===== config.mk =====
export PLATFORM = sky130hd
export DESIGN_NAME = btn_jk_encoder_flat
export DESIGN_NICKNAME = d
export VERILOG_FILES = /design/src/rtl/btn_jk_encoder_pkg.sv /design/src/rtl/btn_jk_encoder_if.sv /design/src/rtl/btn_jk_encoder_debouncer.sv /design/src/rtl/btn_jk_encoder.sv /design/src/flat_wrapper.sv
export SDC_FILE = /design/constraint.sdc
export NUM_CORES = 1
export LEC_CHECK = 0
export CORE_MARGIN = 2
export CORE_UTILIZATION = 40
export DETAILED_ROUTE_END_ITERATION = 10
export GPL_TIMING_DRIVEN = 1
export SLEW_MARGIN = 20
export SYNTH_ARGS = -nofsm -noshare
export SYNTH_HDL_FRONTEND = slang
export SYNTH_SLANG_ARGS = --single-unit

===== constraint.sdc =====
create_clock -name Clk -period 4.2 [get_ports Clk]
set_input_delay 0.84 -clock Clk [delete_from_list [all_inputs] [get_ports Clk]]
set_output_delay 0.84 -clock Clk [all_outputs]
set_load 0.01 [all_outputs]

===== src/rtl/btn_jk_encoder_pkg.sv =====
// btn_jk_encoder_pkg: shared types for the push-button J/K encoder.
// Gesture states, {J,K} command codes and counter sizing.
package btn_jk_encoder_pkg;

  typedef enum logic [2:0] {
    ST_IDLE   = 3'd0,
    ST_PRESS1 = 3'd1,
    ST_GAP    = 3'd2,
    ST_PRESS2 = 3'd3,
    ST_HELD   = 3'd4
  } state_t;

  typedef enum logic [1:0] {
    CMD_HOLD   = 2'b00,
    CMD_CLEAR  = 2'b01,
    CMD_SET    = 2'b10,
    CMD_TOGGLE = 2'b11
  } cmd_t;

  function automatic int cnt_bits(input int n);
    return $clog2(n + 1);
  endfunction

endpackage


===== src/rtl/btn_jk_encoder_if.sv =====
// btn_jk_if: raw button in, J/K command and debounced level out.
// slave is the encoder side, master is the button/consumer side.
interface btn_jk_if;

  logic Btn;
  logic J;
  logic K;
  logic Pressed;

  modport master (
    output Btn,
    input  J,
    input  K,
    input  Pressed
  );

  modport slave (
    input  Btn,
    output J,
    output K,
    output Pressed
  );

endinterface


===== src/rtl/btn_jk_encoder_debouncer.sv =====
// btn_debouncer: two-flop synchroniser plus a stability counter
// that moves Pressed only after DEBOUNCE_CYCLES agreeing samples.
module btn_debouncer
  import btn_jk_encoder_pkg::*;
#(
  parameter int DEBOUNCE_CYCLES = 4
) (
  input  logic Clk,
  input  logic Reset,
  input  logic Btn,
  output logic Pressed
);

  localparam int W = cnt_bits(DEBOUNCE_CYCLES);
  localparam logic [W-1:0] LAST = W'(DEBOUNCE_CYCLES - 1);

  logic         s1;
  logic         s2;
  logic [W-1:0] cnt;

  always_ff @(posedge Clk) begin
    if (Reset) begin
      s1      <= 1'b0;
      s2      <= 1'b0;
      cnt     <= '0;
      Pressed <= 1'b0;
    end else begin
      s1 <= Btn;
      s2 <= s1;
      if (s2 == Pressed) begin
        cnt <= '0;
      end else if (cnt == LAST) begin
        cnt     <= '0;
        Pressed <= s2;
      end else begin
        cnt <= cnt + 1'b1;
      end
    end
  end

endmodule


===== src/rtl/btn_jk_encoder.sv =====
// btn_jk_encoder: classifies debounced presses into single, double
// and long gestures and emits one-cycle TOGGLE/SET/CLEAR J/K pulses.
module btn_jk_encoder
  import btn_jk_encoder_pkg::*;
#(
  parameter int DEBOUNCE_CYCLES = 4,
  parameter int LONG_CYCLES     = 16,
  parameter int GAP_CYCLES      = 8
) (
  input logic     Clk,
  input logic     Reset,
  btn_jk_if.slave bus
);

  localparam int HW = cnt_bits(LONG_CYCLES);
  localparam int GW = cnt_bits(GAP_CYCLES);

  // Counts start at 0 one edge after Pressed moves and are compared
  // before incrementing, so the deciding value is param - 2.
  localparam logic [HW-1:0] HOLD_LAST = HW'(LONG_CYCLES - 2);
  localparam logic [GW-1:0] GAP_LAST  = GW'(GAP_CYCLES - 2);

  logic          pressed;
  state_t        state;
  state_t        state_n;
  logic [HW-1:0] hold;
  logic [HW-1:0] hold_n;
  logic [GW-1:0] gap;
  logic [GW-1:0] gap_n;
  cmd_t          cmd;
  cmd_t          cmd_n;

  btn_debouncer #(
    .DEBOUNCE_CYCLES (DEBOUNCE_CYCLES)
  ) u_deb (
    .Clk     (Clk),
    .Reset   (Reset),
    .Btn     (bus.Btn),
    .Pressed (pressed)
  );

  always_ff @(posedge Clk) begin
    if (Reset) begin
      state <= ST_IDLE;
      hold  <= '0;
      gap   <= '0;
      cmd   <= CMD_HOLD;
    end else begin
      state <= state_n;
      hold  <= hold_n;
      gap   <= gap_n;
      cmd   <= cmd_n;
    end
  end

  always_comb begin
    state_n = state;
    hold_n  = hold;
    gap_n   = gap;
    cmd_n   = CMD_HOLD;
    unique case (state)
      ST_IDLE: begin
        if (pressed) begin
          state_n = ST_PRESS1;
          hold_n  = '0;
        end
      end
      ST_PRESS1,
      ST_PRESS2: begin
        // long is decided before release so a tie still clears
        if (hold == HOLD_LAST) begin
          state_n = ST_HELD;
          cmd_n   = CMD_CLEAR;
        end else if (!pressed) begin
          if (state == ST_PRESS1) begin
            state_n = ST_GAP;
            gap_n   = '0;
          end else begin
            state_n = ST_IDLE;
            cmd_n   = CMD_SET;
          end
        end else begin
          hold_n = hold + 1'b1;
        end
      end
      ST_GAP: begin
        if (pressed) begin
          state_n = ST_PRESS2;
          hold_n  = '0;
        end else if (gap == GAP_LAST) begin
          state_n = ST_IDLE;
          cmd_n   = CMD_TOGGLE;
        end else begin
          gap_n = gap + 1'b1;
        end
      end
      ST_HELD: begin
        if (!pressed) begin
          state_n = ST_IDLE;
        end
      end
      default: begin
        state_n = ST_IDLE;
      end
    endcase
  end

  assign bus.J       = cmd[1];
  assign bus.K       = cmd[0];
  assign bus.Pressed = pressed;

  a_single_pulse: assert property (
    @(posedge Clk) disable iff (Reset)
    (cmd != CMD_HOLD) |=> (cmd == CMD_HOLD)
  );

endmodule


===== src/flat_wrapper.sv =====
// flat-port wrapper written by rule: the top's interface ports become plain ports
module btn_jk_encoder_flat import btn_jk_encoder_pkg::*;
#(
  parameter int DEBOUNCE_CYCLES = 4,
  parameter int LONG_CYCLES     = 16,
  parameter int GAP_CYCLES      = 8
)
  (Clk, Reset, bus_Btn, bus_J, bus_K, bus_Pressed);
  btn_jk_if bus_i ();
  input logic Clk;
  input logic Reset;
  input wire logic [$bits(bus_i.Btn)-1:0] bus_Btn;
  output wire logic [$bits(bus_i.J)-1:0] bus_J;
  output wire logic [$bits(bus_i.K)-1:0] bus_K;
  output wire logic [$bits(bus_i.Pressed)-1:0] bus_Pressed;
  assign bus_i.Btn = bus_Btn;
  assign bus_J = bus_i.J;
  assign bus_K = bus_i.K;
  assign bus_Pressed = bus_i.Pressed;
  btn_jk_encoder #(.DEBOUNCE_CYCLES(DEBOUNCE_CYCLES), .LONG_CYCLES(LONG_CYCLES), .GAP_CYCLES(GAP_CYCLES)) u_core (.Clk(Clk), .Reset(Reset), .bus(bus_i));
endmodule

==> results.yml <==
sta:
  hold_viol: 0
  post-route-min-period_ns: 2.38
  rsz0062_at_grt: "false"
  finalMaxSlewViolations: 0
  fin_crit_sh: 0.566
  fmax_ghz: 0.421
  setup_viol: 0
  clock_skew_ns: 0.00233
  finalSetupTns_ns: 0
  worst_pin_slew_ns: 0.554
  max_slew_margin: 0.630
layout:
  nFillCells: 253
  antenna_cells: 0
  ff_latch_area_um2: 400
  multi_input_area_um2: 582
  layout-drive-gt1-share: 0.0614
  synthToLayoutAreaGrowth_pct: 6.51
  nets: 125
global_route:
  top_usage_layer: "met2"
  gr-usage-met3: 0.0515
  antenna_found_initial: 0
  grt_max_degree: 18
  globalRouteMet2Util: 0.192
  grt_pass1_vias: 721
  grt.total_usage: 0.125
  grt_pass1_wl_mm: 3.08
  grt-ovfl-total: 0
  use_met1: 0.154
worst_setup_path:
  cp.required_ns: 3.36
  critical_path.top_delay_family: "buffers and inverters"
  cp-end-kind: "output port"
  rr_endpoint: "u_core.hold[4]"
  rr_startpoint: "u_core.hold[0]"
  cp_cell_sequence: "clkdlybuf4s50_1"
  path_depth: 1
  critPathLaunchType: "flip-flop"
  slowest_stage: "clkdlybuf4s50_1"
  reg2reg_depth: 5
  crit_type: "reg -> out"
  cp.arrival_ns: 1.54
  critPathMaxStageDelay_ns: 0.62
  worst-path-buf-inv: 1
  cp_max_fo: 14
  r2r_slack_ns: 2.58
run:
  cap_violations: 0
die:
  die-area_um2: 3070
  die-width_um: 55.4
  coreArea_um2: 2500
  rows: 18
  die_y_um: 55.4
  start_util: 0.423
  ios: 6
min_path:
  min_delay_path_depth: 1
  hp-start: "u_core.u_deb.cnt[0]"
  hold_path_class: "reg -> reg"
  min_to: "u_core.u_deb.cnt[0]"
routing:
  postRouteAntennaNets: 0
  wl_per_cell_um: 12.1
  drt-initial-drc-count: 18
  firstDrtPassIters: 4
  vias: 791
  wl_mm: 1.74
  viasPerCell: 5.49
  drc: 0
synthesis:
  syn_avg_cell_area_um2: 9.36
  synthCells: 113
  yosysWarnings: 0
  synth_edf_count: 0
  synth-seq-cells: 20
  syn-cell-area_um2: 1060
  seq_area_frac_synth: 0.379
  synthArstFlopShare: 0
  synthesis.nets: 122
  synth.distinct_cells: 38
  yosys_most_used_dff: "dfxtp_1"
clocking:
  tritoncts: "done"
  worstSkewPairLatency_ns: 0.30
  cts_setup_buffers: 0
  cts_resized: 0
  numCtsBuffers: 3
  root_buffer: "clkbuf_4"
  cts.sinks: 20
  cts_max_path_buffers: 2
  htreeDepth: 1
  holdBufCountCts: 0
  cts.clk_slew.worst_paths_ns: 0.11
power_and_ir_drop:
  ir_worst_vdd_v: 0.000207
  p_leak_nw: 0.433
  power_density_nw_per_um2: 257
  power_w: 0.000290
place:
  gp_congestion: 0.801
  dp_hpwl_mm: 1.28
  portBuffers: 5
run_status:
  status: "completed"
layer usage:
metal	up-vias	wire length, um	share of wire
met4	0	18	0.010
met2	7	836	0.48
li1	409	-	-
met1	373	828	0.48
met3	2	55	0.032
met5	-	0	0
final cells by class:
type / count / share of cell area
tap: 30 / 0.0333
sequential: 20 / 0.356
clock buffer: 3 / 0.0200
timing repair buffer: 5 / 0.0444
multi-input combinational: 77 / 0.517
inverter: 9 / 0.0300
logic make-up after synthesis:
group | after synthesis | synth area share
flip-flops | 20 | 0.379
adder cells (fa/ha/maj) | 6 | 0.0710
AND/OR/NAND/NOR | 48 | 0.294
multiplexers | 8 | 0.0757
AO/OA/AOI/OAI | 14 | 0.102
XOR/XNOR | 1 | 0.00829
buffers and inverters | 16 | 0.0710
state kept, by name, indices dropped and copies added (netlist names):
name,cells
u_core.hold,5
u_core.u_deb.s2,1
u_core.cmd,2
u_core.u_deb.Pressed,1
u_core.u_deb.cnt,3
u_core.u_deb.s1,1
u_core.state,3
u_core.gap,4
synth_stat cells (2+ instances only):
cell type | n | area (um^2)
dfxtp_1 | 20 | 400
nor2_1 | 10 | 37.5
inv_1 | 8 | 30.0
mux2i_1 | 8 | 80.1
ha_1 | 6 | 75.1
nand3_1 | 6 | 30.0
nand3b_1 | 6 | 45.0
nand2_1 | 5 | 18.8
buf_2 | 3 | 15.0
nand4_1 | 3 | 18.8
nor4b_1 | 3 | 26.3
a211oi_1 | 2 | 15.0
a21oi_1 | 2 | 10.0
clkbuf_1 | 2 | 7.51
nand2b_1 | 2 | 12.5
nor2b_1 | 2 | 12.5
o211ai_1 | 2 | 15.0
o21ai_0 | 2 | 10.0
or3_1 | 2 | 12.5
report_power, final:
part           switching (W)  internal (W)   total [W]
Combinational     0.00000478    0.00000382  0.00000860
Sequential       0.000000489      0.000191    0.000191
Clock              0.0000563     0.0000335   0.0000897
Total              0.0000615      0.000228    0.000290
worst register-to-register path: stages (launching register included):
cell and delay [ns]:
dfxtp_1 0.39, inv_1 0.08, ha_1 0.22, and4b_1 0.32
a211oi_1 0.34, mux2i_1 0.22
worst max path at each step:
stage / start / to / slack [ns]
after floorplan: Reset / u_core.gap[3] / 2.67
after detailed placement: Reset / u_core.gap[3] / 1.76
final: u_core.u_deb.Pressed / bus_Pressed / 1.82
after global routing: u_core.u_deb.Pressed / bus_Pressed / 1.75
after global placement: Reset / u_core.gap[3] / 1.81
after CTS: u_core.u_deb.Pressed / bus_Pressed / 1.81
through the flow:
step | hold WS [ns] | cell area [um^2] | std cells | util | worst slack [ns]
6_report | 0.437 | 1130 | 144 | 0.450 | 1.82
5_1_grt | 0.476 | 1130 | 144 | 0.450 | 1.75
4_1_cts | 0.442 | 1130 | 144 | 0.450 | 1.81
3_5_place_dp | 0.426 | 1100 | 141 | 0.441 | 1.76
3_3_place_gp | 0.410 | 1100 | 141 | 0.441 | 1.81
2_1_floorplan | 0.399 | 1060 | 113 | - | 2.67
placed cells by master (no fill, tap or decap), types with 3 or more instances in the layout:
cell type,n
dfxtp_1,20
clkdlybuf4s50_1,5
nand3_1,6
inv_1,8
clkbuf_4,3
nor2_1,10
nor4b_1,3
ha_1,6
mux2i_1,8
nand3b_1,6
nand4_1,3
nand2_1,5
Power figures use the tool's default switching activity.
